**src/rtl/deser8.sv**
```systemverilog
// Serial-to-parallel converter: collects 8 accepted bits into a byte and
// hands it to a consumer over a valid/ready holding register with overrun flag.
module deser8 #(
    parameter bit MSB_FIRST = 1'b0
) (
    input  logic       clk,
    input  logic       reset,
    input  logic       clear,
    input  logic       bit_in,
    input  logic       bit_valid,
    output logic [7:0] out,
    output logic       out_valid,
    input  logic       out_ready,
    output logic       any_one,
    output logic       overrun
);

    typedef enum logic {
        EMPTY = 1'b0,
        HELD  = 1'b1
    } state_t;

    state_t     state;
    logic [7:0] shift_reg;
    logic [2:0] bit_count;
    logic [7:0] next_shift;
    logic       completion;

    // The byte as it will look once this edge's bit is shifted in, so a
    // completing edge can load the holding register directly.
    always_comb begin
        next_shift = MSB_FIRST ? {shift_reg[6:0], bit_in} : {bit_in, shift_reg[7:1]};
        completion = bit_valid && (bit_count == 3'd7);
    end

    always_ff @(posedge clk or posedge reset) begin
        if (reset) begin
            state     <= EMPTY;
            shift_reg <= 8'h00;
            bit_count <= 3'd0;
            out       <= 8'h00;
            any_one   <= 1'b0;
            overrun   <= 1'b0;
        end else if (clear) begin
            state     <= EMPTY;
            shift_reg <= 8'h00;
            bit_count <= 3'd0;
            out       <= 8'h00;
            any_one   <= 1'b0;
            overrun   <= 1'b0;
        end else begin
            if (bit_valid) begin
                shift_reg <= next_shift;
                bit_count <= bit_count + 3'd1;
            end
            // A completion while the consumer is also taking the held byte
            // reloads in place, so there is no empty bubble between bytes.
            case (state)
                EMPTY: begin
                    if (completion) begin
                        out     <= next_shift;
                        any_one <= |next_shift;
                        state   <= HELD;
                    end
                end
                HELD: begin
                    if (completion) begin
                        if (out_ready) begin
                            out     <= next_shift;
                            any_one <= |next_shift;
                        end else begin
                            overrun <= 1'b1;
                        end
                    end else if (out_ready) begin
                        state <= EMPTY;
                    end
                end
                default: state <= EMPTY;
            endcase
        end
    end

    assign out_valid = (state == HELD);

endmodule

```
**config.mk**
```make
export PLATFORM = sky130hd
export DESIGN_NAME = deser8
export DESIGN_NICKNAME = d
export VERILOG_FILES = /design/src/rtl/deser8.sv
export SDC_FILE = /design/constraint.sdc
export NUM_CORES = 1
export LEC_CHECK = 0
export ABC_AREA = 1
export ABC_CLOCK_PERIOD_IN_PS = 1400
export CORE_UTILIZATION = 42
export CTS_CLUSTER_DIAMETER = 40
export DETAILED_ROUTE_END_ITERATION = 10
export GPL_TIMING_DRIVEN = 0
export PLACE_DENSITY = 0.78
export SETUP_SLACK_MARGIN = 0.5
export SKIP_LAST_GASP = 1
export SLEW_MARGIN = 0
export SYNTH_ARGS = -nofsm -noshare
export SYNTH_HDL_FRONTEND = slang
export SYNTH_SLANG_ARGS = --single-unit
```
**constraint.sdc**
```tcl
create_clock -name clk -period 1.4 [get_ports clk]
set_input_delay 0.21 -clock clk [delete_from_list [all_inputs] [get_ports clk]]
set_output_delay 0.21 -clock clk [all_outputs]
set_load 0.005 [all_outputs]
```
# After elaboration in Yosys (flattened, before gate mapping)
# Index checks and enable logic that the tools add are counted.
# totals
memories	0
latchBits	0
regBits	22
out_inout_bits	11
ramBits	0
rom_bits	0
# op_classes
div	0
n_bitwise	1
magnitude_cmp	0
n_mux	23
n_mul	0
shifts	0
add_sub_neg	1
n_reduce_logical	7
n_eq_ne	5
# ops
operator	count
8-bit 2-to-1 mux	6
8-bit one-hot mux with 2 select lines	1
1-bit 2-to-1 mux	12
8-bit OR reduction	1
3-bit 2-to-1 mux	2
3-bit != test (second input constant)	2
3-bit AND reduction	2
2-bit nonzero test	3
1-bit one-hot mux with 2 select lines	2
3-bit by 1-bit adder with 3-bit output (second input constant)	1
3-bit == test (second input constant)	1
3-bit by 2-bit != test with 1-bit output (second input constant)	1
2-bit != test (second input constant)	1
1-bit logical AND	1
1-bit NOT	1

# Logic depth before layout (Yosys ltp)
# Gate-level depths: netlist (run 1).
# logic_depth
ltp_word	5
ltp_mapped	8
mapped_depth_nobuf	8

# Worst setup path after synthesis (run 1)
# OpenSTA, ideal clock, no wires.
# synth_timing
path_type	register -> register
start	reg bit_count[0]
end	reg out[1]
stages_incl_launch_ff	9
period_less_slack_ns	1.278
setup_slack_ns	0.122
arrival_time_ns	1.204
path_buffers	1
cell_sequence	dfrtp_1 ha_1 ha_1 nand2_2 inv_1 nand2_2 buf_6 nand3_1 o21ai_2
# synth_via
elab_chain_cells	4
word_cells_on_any_way	5
# synth_rtl
item	line_no	rtl
start, declared	25	logic [2:0] bit_count;
start signal, assigned	54	bit_count <= bit_count + 3'd1;
3-bit == test (*)	33	completion = bit_valid && (bit_count == 3'd7);
1-bit logical AND (*)	33	
3-bit != test (no line) / 3-bit by 2-bit != test with 1-bit output (equally long branches)	-	
3-bit AND reduction (no line) (*)	-	
end signal, assigned	61	out <= next_shift;
end signal, assigned	69	out <= next_shift;
end, declared	11	output logic [7:0] out,
# Every way passes the cells marked *; elsewhere a longest branch is shown, timed or not.
# A chain may end at the register's enable or synchronous reset.

# Worst setup path after layout (run 1)
# layout_timing
start	reg bit_count[1]
end	reg out[1]
# Same word-level chain as after synthesis.

==> results_dict.tcl, run 1 <==
set metrics [dict create \
    path_max_fanout 5 \
    relSlewSlack 0.705 \
    power_density_nw_per_um2 782 \
    grt_max_degree 22 \
    grt_pass1_vias 717 \
    layout-drive-gt1-share 0.353 \
    synthToLayoutAreaGrowth_pct 41.9 \
    slowest_stage "dfrtp_1" \
    critPathMaxStageDelay_ns 0.43 \
    largest_register_ffs 8 \
    detail_route.iter0.violations 29 \
    antenna_found_initial 0 \
    clock_path_buffers 2 \
    synthCells 101 \
    r2r-end "out[1]" \
    endpoint_kind "register" \
    synth_seq_area_share 0.583 \
    slew_violations 0 \
    mappedNetlistArea_sq_um 902 \
    final_area_sq_um 1280 \
    dp_hpwl_um 1130 \
    ys_seq_elements 21 \
    cts_tree "done" \
    nets 145 \
    status "finished, final reports clean" \
    dieArea_sq_um 2340 \
    avgViaCountPerCell 4.67 \
    detail-route-antenna-nets 0 \
    firstDrtPassIters 4 \
    diodes 0 \
    ios 17 \
    routabilityCongestion 0.751 \
    synthDistinctLibCells 14 \
    max-vdd-ir-drop_uv 547 \
    die_h_um 48.3 \
    hold_buffers 0 \
    max_freq_ghz 0.764 \
    worst-r2r-setup-slack_ns 0.09 \
    worst_slack_ns 0.0908 \
    syn-num-nets 109 \
    chipWidth_um 48.3 \
    crit_start "bit_count[1]" \
    p_leak_nw 0.684 \
    wire_per_inst_um 10.9 \
    rows 16 \
    core_area_sq_um 1980 \
    worst_pin_slew_ns 0.442 \
    io_buffers 16 \
    cp-start-kind "register" \
    period_needed_ns 1.31 \
    hp-class "input pin to asynchronous set/reset pin" \
    drcViolationCount 0 \
    reg2regPathDepth 8 \
    cp_data_arrival_time_ns 1.55 \
    power_mw 1.00 \
    cts_buffers 3 \
    crit_path_cell_trace "ha_4 > ha_4 > nand2_4 > inv_2 > nand2_4 > clkbuf_16 > nand3_2 > o21ai_2" \
    maxCapViolCount 0 \
    cts_sinks 21 \
    fin_crit_sh 0.935 \
    initial_core_util 0.455 \
    path_buf_inv 2 \
    hold_viol 0 \
    htree_levels 1 \
    setup_violations 0 \
    cts.reportedPaths.clkPinSlew_ns 0.12 \
    dpl_cell_area_sq_um 1130 \
    routed_wl_um 1770 \
    syn_area_per_cell_sq_um 8.93 \
    crit_type "register to register" \
    crit_required_ns 1.64 \
    fin_skew_ns 0.00287 \
    pre_cts_ws_ns -0.145 \
    rr_startpoint "bit_count[1]" \
    vias 762 \
    gr-total-overflow 0 \
    ys_warn_count 0 \
    root_buffer "clkbuf_4" \
    grt_setup_unrepaired "true" \
    cpLargestDelayFamily "flip-flops" \
    grt_pass1_wl_um 3100 \
    clk_latency_ns 0.30 \
    track_usage 0.170 \
]
## kinds of logic after synthesis
group | synth area share
AO/OA/AOI/OAI | 0.0763
adder cells (fa/ha/maj) | 0.0277
AND/OR/NAND/NOR | 0.237
buffers and inverters | 0.0763
flip-flops | 0.583
## layer usage
metal	routed length (um)	GRT usage
met4	27	0.0588
met1	772	0.242
met3	55	0.0283
met2	914	0.265
met5	0	0
## timing repair
item	CTS	global route
gates cloned	0	1
gates resized for setup	49	7
pin swaps	3	11
setup endpoints to repair	32	48
buffers inserted	10	4
## how the worst max path moves through the flow
| stage | endpoint | slack (ns) | depth (start not counted) |
|---|---|---|---|
| floorplan | out[5] | 0.19 | 8 |
| global placement | shift_reg[6] | -0.11 | 4 |
| detailed placement | shift_reg[5] | -0.14 | 4 |
| CTS | out[5] | 0.11 | 8 |
| global route | out[1] | 0.03 | 8 |
| finish | out[1] | 0.09 | 8 |
## cells in the mapped netlist (all sizes together)
cell / number / area (sq um)
inv: 14 / 52.6
o21ai: 7 / 38.8
buf: 2 / 16.3
ha: 2 / 25.0
nand3: 11 / 55.1
nand2: 32 / 125
a21oi: 1 / 5.00
dfrtp: 21 / 526
o22ai: 4 / 25.0
nor2: 7 / 33.8
## placed cells by master, fill, tap and decap left out
master | netlist | layout
nand2_4 | 0 | 2
clkinvlp_4 | 0 | 1
dfrtp_1 | 21 | 21
clkbuf_4 | 0 | 3
nor2_4 | 1 | 2
clkdlybuf4s50_1 | 0 | 3
inv_1 | 14 | 11
clkdlybuf4s15_1 | 0 | 1
o21ai_2 | 1 | 1
buf_8 | 0 | 1
nand2_1 | 30 | 30
nor2_1 | 6 | 5
o21ai_0 | 6 | 4
buf_2 | 1 | 10
nand3_2 | 0 | 6
clkinv_2 | 0 | 1
inv_2 | 0 | 2
nand3_1 | 11 | 5
dlygate4sd2_1 | 0 | 1
ha_4 | 0 | 2
clkbuf_16 | 0 | 1
o22ai_1 | 4 | 4
clkbuf_2 | 0 | 1
o21ai_1 | 0 | 2
a21oi_1 | 1 | 1
buf_4 | 0 | 15
## where the power goes
part	leakage, nW	internal, mW	switching [mW]
Sequential	0.291	0.615	0.00679
Clock	0.0177	0.107	0.187
Combinational	0.376	0.0355	0.0500
## final cells by class
cell class | instances | area [sq um]
buffer | 2 | 22.5
clock buffer | 3 | 22.5
clock inverter | 1 | 5.00
fill | 163 | 702
inverter | 14 | 56.3
multi-input combinational | 64 | 380
sequential | 21 | 526
tap | 27 | 33.8
timing repair buffer | 31 | 234
## through the flow
stage | std cells | hold slack (ns) | setup TNS [ns] | utilization
6_report | 163 | 0.243 | 0 | 0.646
5_1_grt | 163 | 0.273 | 0 | 0.646
4_1_cts | 158 | 0.358 | 0 | 0.610
3_5_place_dp | 144 | 0.462 | -1.27 | 0.571
3_3_place_gp | 144 | 0.456 | -0.873 | 0.571
2_1_floorplan | 101 | 0.187 | 0 | -
Note: power is estimated with default switching activity, not from simulation.
==> run 2: changes to the inputs <==
--- a/config.mk
+++ b/config.mk
@@ -7,7 +7,9 @@
 export LEC_CHECK = 0
 export ABC_AREA = 1
 export ABC_CLOCK_PERIOD_IN_PS = 1400
+export CORE_MARGIN = 4
 export CORE_UTILIZATION = 42
+export CTS_BUF_LIST = sky130_fd_sc_hd__clkbuf_2 sky130_fd_sc_hd__clkbuf_4 sky130_fd_sc_hd__clkbuf_8
 export CTS_CLUSTER_DIAMETER = 40
 export DETAILED_ROUTE_END_ITERATION = 10
 export GPL_TIMING_DRIVEN = 0
==> run 2 against run 1 <==
Against the previous run:
- combinational power down 2%
- via count down 1.2%
- hold slack worse by 0.071 ns
- critical path type unchanged
- largest power group unchanged
- fmax up 0.29%
==> results_dict.tcl, run 2 (synthesized netlist as in run 1, its figures left out) <==
set metrics [dict create \
    synthToLayoutAreaGrowth_pct 42.0 \
    hold_ws_ns 0.173 \
    worst_slack_ns 0.0946 \
    io_buffers 16 \
    cp_data_arrival_time_ns 1.55 \
    chipWidth_um 54.3 \
    clk_latency_ns 0.30 \
    cts_buffers 3 \
    die_h_um 54.3 \
    grt_pass1_wl_um 3260 \
    vias 753 \
    worst_pin_slew_ns 0.442 \
    detail_route.iter0.violations 16 \
    htree_levels 1 \
    crit_required_ns 1.64 \
    grt_pass1_vias 748 \
    setup_violations 0 \
    maxCapViolCount 0 \
    pre_cts_ws_ns -0.128 \
    avgViaCountPerCell 4.65 \
    dp_hpwl_um 1260 \
    grt_max_degree 22 \
    max_freq_ghz 0.766 \
    max-vdd-ir-drop_uv 464 \
    wl_met1_um 906 \
    slew_violations 0 \
    detail-route-antenna-nets 0 \
    layout-drive-gt1-share 0.370 \
    p_leak_nw 0.679 \
    track_usage 0.154 \
    core_area_sq_um 2000 \
    cts_tree "done" \
    relSlewSlack 0.705 \
    highest_layer "met4" \
    fin_skew_ns 0.00520 \
    ios 17 \
    hold_buffers 0 \
    slowest_stage "dfrtp_1" \
    wl_met2_um 988 \
    largest_register_ffs 8 \
    fin_crit_sh 0.932 \
    gr-total-overflow 0 \
    wl_met3_um 30 \
    hp-class "input pin to register" \
    antenna_found_initial 0 \
    root_buffer "clkbuf_4" \
    firstDrtPassIters 4 \
    wire_per_inst_um 12.1 \
    path_max_fanout 5 \
    status "finished, final reports clean" \
    cts_sinks 21 \
    hold_viol 0 \
    routed_wl_um 1970 \
    clock_path_buffers 2 \
    endpoint_kind "register" \
    nets 144 \
    crit_type "register to register" \
    routabilityCongestion 0.822 \
    critPathMaxStageDelay_ns 0.43 \
    period_needed_ns 1.31 \
    dieArea_sq_um 2950 \
    nFillCells 162 \
    regArea_sq_um 526 \
    final_common_cell "nand2_1" \
    rows 16 \
    layout_common_cells "29 x nand2_1, 21 x dfrtp_1, 14 x buf_4" \
    crit_path_cell_trace "ha_4 > ha_4 > nand2_4 > inv_2 > nand2_4 > clkbuf_16 > nand3_4 > o21ai_2" \
    grt_setup_unrepaired "true" \
    initial_core_util 0.451 \
    diodes 0 \
    cp-start-kind "register" \
    cts.reportedPaths.clkPinSlew_ns 0.12 \
    power_density_nw_per_um2 775 \
    multiInputGateArea_sq_um 394 \
    drcViolationCount 0 \
]
[run 2: changes by cell type in the layout (fill, tap and decap cells not counted)]
cell	previous run	this run
a21oi_1	1	0
a21oi_2	0	1
buf_4	15	14
clkbuf_2	1	2
clkdlybuf4s15_1	1	0
nand2_1	30	29
nand2_2	0	1
nand3_2	6	5
nand3_4	0	1
[run 2: per-layer routing]
layer,track usage,up-vias
met5,0,-
met4,0.0747,0
met3,0.0163,6
met2,0.267,10
met1,0.191,350
li1,-,387
[run 2: power breakdown]
part	internal [mW]	switching, mW
clock	0.107	0.181
sequential	0.615	0.00688
combinational	0.0320	0.0519
[run 2: worst max-delay path, delay by kind of cell, from the launching register on]
kind	cells	cell delay (ns)
flip-flops	1	0.43
AO/OA/AOI/OAI	1	0.05
AND/OR/NAND/NOR	3	0.22
buffers and inverters	2	0.21
adder cells (fa/ha/maj)	2	0.33
[run 2: what timing repair did]
item                                    4_1_cts  5_1_grt
setup buffers                                 9        4
endpoints found under the setup margin       32       52
gates resized for setup                      51       10
pin swaps                                     2        4
endpoints found under the hold margin         0        0
cloned                                        0        1
[run 2: final cells by class]
class                   count  area share
repair buffers             30       0.173
inverters                  14      0.0439
clock inverters             1     0.00391
multi-input cells          64       0.308
flip-flops and latches     21       0.410
clock buffers               3      0.0176
plain buffers               2      0.0176
well taps                  27      0.0264
[run 2: final timing paths]
path / startpoint / end / slack, ns / depth (start not counted)
worst min register to register: shift_reg[5] / out[4] / 0.48 / 2
worst min-delay path: clear / out_valid / 0.17 / 2
max in group asynchronous: reset / out[5] / 0.88 / 2
worst max register to register: bit_count[1] / out[1] / 0.09 / 8
worst max-delay path: bit_count[1] / out[1] / 0.09 / 8
min in group asynchronous: reset / out_valid / 0.25 / 2
[run 2: metrics by stage]
| stage | total power, mW | area [sq um] | TNS (ns) | instances | util |
|---|---|---|---|---|---|
| 2_1_floorplan | 0.671 | 937 | 0 | 101 | - |
| 3_3_place_gp | 0.699 | 1130 | -0.770 | 144 | 0.565 |
| 3_5_place_dp | 0.701 | 1130 | -1.30 | 144 | 0.565 |
| 4_1_cts | 0.994 | 1210 | 0 | 157 | 0.603 |
| 5_1_grt | 1.04 | 1280 | 0 | 162 | 0.640 |
| 6_report | 0.993 | 1280 | 0 | 162 | 0.640 |
==> run 3: changes to the inputs <==
--- a/config.mk
+++ b/config.mk
@@ -6,7 +6,7 @@
 export NUM_CORES = 1
 export LEC_CHECK = 0
 export ABC_AREA = 1
-export ABC_CLOCK_PERIOD_IN_PS = 1400
+export ABC_CLOCK_PERIOD_IN_PS = 1100
 export CORE_MARGIN = 4
 export CORE_UTILIZATION = 42
 export CTS_BUF_LIST = sky130_fd_sc_hd__clkbuf_2 sky130_fd_sc_hd__clkbuf_4 sky130_fd_sc_hd__clkbuf_8
==> constraint.sdc (replaced) <==
create_clock -name clk -period 1.1 [get_ports clk]
set_input_delay 0.165 -clock clk [delete_from_list [all_inputs] [get_ports clk]]
set_output_delay 0.165 -clock clk [all_outputs]
set_load 0.005 [all_outputs]
==> run 3 against run 2 <==
Against the previous run:
- the run now ends with setup timing left
- first-iteration DRC count rose by 6.3%
- clock power rose by 35%
- hold slack improved by 0.020 ns
- cell count unchanged
- largest cell class unchanged
- fmax grew 1.0%
- combinational power rose by 29%
- critical endpoint is now out[0]
==> results_dict.tcl, run 3 (synthesized netlist as in run 1, its figures left out) <==
set metrics [dict create \
    clock_path_buffers 2 \
    fin_skew_ns 0.000870 \
    firstDrtPassIters 4 \
    layout-drive-gt1-share 0.393 \
    chipWidth_um 54.3 \
    slowest_stage "dfrtp_1" \
    wl_met3_um 50 \
    rows 16 \
    swShare 0.256 \
    hold_viol 0 \
    rr_startpoint "bit_count[1]" \
    synthToLayoutAreaGrowth_pct 40.4 \
    cts.reportedPaths.clkPinSlew_ns 0.12 \
    grt_pass1_vias 680 \
    gr-total-overflow 0 \
    share_seq_of_total_power 0.614 \
    status "finished, violations left" \
    max_freq_ghz 0.774 \
    maxCapViolCount 0 \
    relSlewSlack 0.693 \
    worst-r2r-setup-slack_ns -0.19 \
    htree_levels 1 \
    crit_path_cell_trace "ha_4 > ha_4 > nand2_4 > inv_2 > nand2_4 > buf_8 > nand3_1 > nand2_1" \
    max-vdd-ir-drop_uv 639 \
    wl_met2_um 936 \
    clk_latency_ns 0.31 \
    cts_buffers 3 \
    hp-class "input pin to asynchronous set/reset pin" \
    dp_hpwl_um 1230 \
    combPwrFrac 0.084 \
    critPathMaxStageDelay_ns 0.44 \
    failed_checks "setup timing" \
    dpl_cell_area_sq_um 1140 \
    ios 17 \
    cts_sinks 21 \
    cp_data_arrival_time_ns 1.56 \
    r2r-end "out[0]" \
    tns_ns -1.74 \
    endpoint_kind "register" \
    p_leak_nw 0.668 \
    antenna_found_initial 0 \
    crit_type "register to register" \
    path_max_fanout 10 \
    routabilityCongestion 0.830 \
    layout_common_cells "28 x nand2_1, 21 x dfrtp_1, 13 x buf_4" \
    final_util 0.633 \
    initial_core_util 0.451 \
    period_needed_ns 1.29 \
    vias 775 \
    p_clk_frac 0.302 \
    io_buffers 16 \
    nFillCells 165 \
    die_h_um 54.3 \
    setup_violations 10 \
    dieArea_sq_um 2950 \
    path_buf_inv 2 \
    power_density_nw_per_um2 1020 \
    grt_setup_unrepaired "true" \
    reg2regPathDepth 8 \
    final_area_sq_um 1270 \
    avgViaCountPerCell 4.78 \
    routed_wl_um 1890 \
    nets 144 \
    grt_pass1_wl_um 3000 \
    cp-start-kind "register" \
    final_common_cell "nand2_1" \
    largest_register_ffs 8 \
    detail-route-antenna-nets 0 \
    wire_per_inst_um 11.7 \
    diodes 0 \
    crit_required_ns 1.37 \
    slew_violations 0 \
    hold_buffers 0 \
    core_area_sq_um 2000 \
    cpLargestDelayFamily "flip-flops" \
    highest_layer "met4" \
    track_usage 0.143 \
    grt_max_degree 22 \
    drcViolationCount 0 \
    root_buffer "clkbuf_4" \
    detail_route.iter0.violations 17 \
    power_mw 1.29 \
    worst_pin_slew_ns 0.460 \
    fin_crit_sh 1.17 \
    wl_met1_um 854 \
    cts_tree "done" \
    internal_power_uw 960 \
    p_switching_uw 330 \
    worst_slack_ns -0.192 \
]
-- run 3: cell types whose count changed in the layout (fill, tap and decap cells not counted), moves of 3 or more --
cell / before / now
inv_1: 11 / 8
o21ai_0: 4 / 1
o21ai_1: 2 / 5
nand3_1: 5 / 8
-- run 3: what timing repair did --
| item | CTS | global route |
|---|---|---|
| setup endpoints to repair | 53 | 32 |
| pin swaps | 4 | 2 |
| setup buffers | 8 | 6 |
| resized for setup | 52 | 5 |
-- run 3: power groups by stage --
stage,registers (mW),clock network [mW],logic [mW]
floorplan,0.803,0,0.0541
finish,0.792,0.389,0.108
global placement,0.804,0,0.0923
CTS,0.789,0.392,0.0965
global route,0.794,0.413,0.123
detailed placement,0.804,0,0.0940
-- run 3: stage by stage --
stage	hold slack (ns)	setup WS [ns]	instances
2_1_floorplan	0.142	-0.107	101
3_3_place_gp	0.464	-0.493	144
3_5_place_dp	0.478	-0.504	144
4_1_cts	0.209	-0.190	156
5_1_grt	0.243	-0.291	162
6_report	0.192	-0.192	162
-- run 3: final cells by class --
cell class	count	area (sq um)	area share
sequential	21	526	0.415
inverter	14	60.1	0.0474
buffer	2	20.0	0.0158
timing repair buffer	30	216	0.171
clock inverter	1	5.00	0.00395
tap	27	33.8	0.0267
clock buffer	3	22.5	0.0178
multi-input combinational	64	383	0.302
-- run 3: layer usage --
metal	vias to the layer above	GRT usage
li1	392	-
met1	366	0.182
met2	12	0.231
met3	5	0.0163
met4	0	0.0871
met5	-	0
-- run 3: worst max-delay path by stage --
stage                 startpoint     end  slack, ns  cells past startpoint
floorplan           bit_count[0]  out[5]      -0.11                      8
global placement           clear  out[5]      -0.49                      5
detailed placement         clear  out[0]      -0.50                      5
CTS                 bit_count[1]  out[2]      -0.19                      8
global route        bit_count[0]  out[5]      -0.29                      8
finish              bit_count[1]  out[0]      -0.19                      8
-- run 3: worst reg2reg max path: cells and delay by family, from the launching register on --
family	cells	cell delay, ns
DFF	1	0.44
buffers and inverters	2	0.18
adders and majority gates	2	0.33
and+or+nand+nor	4	0.29
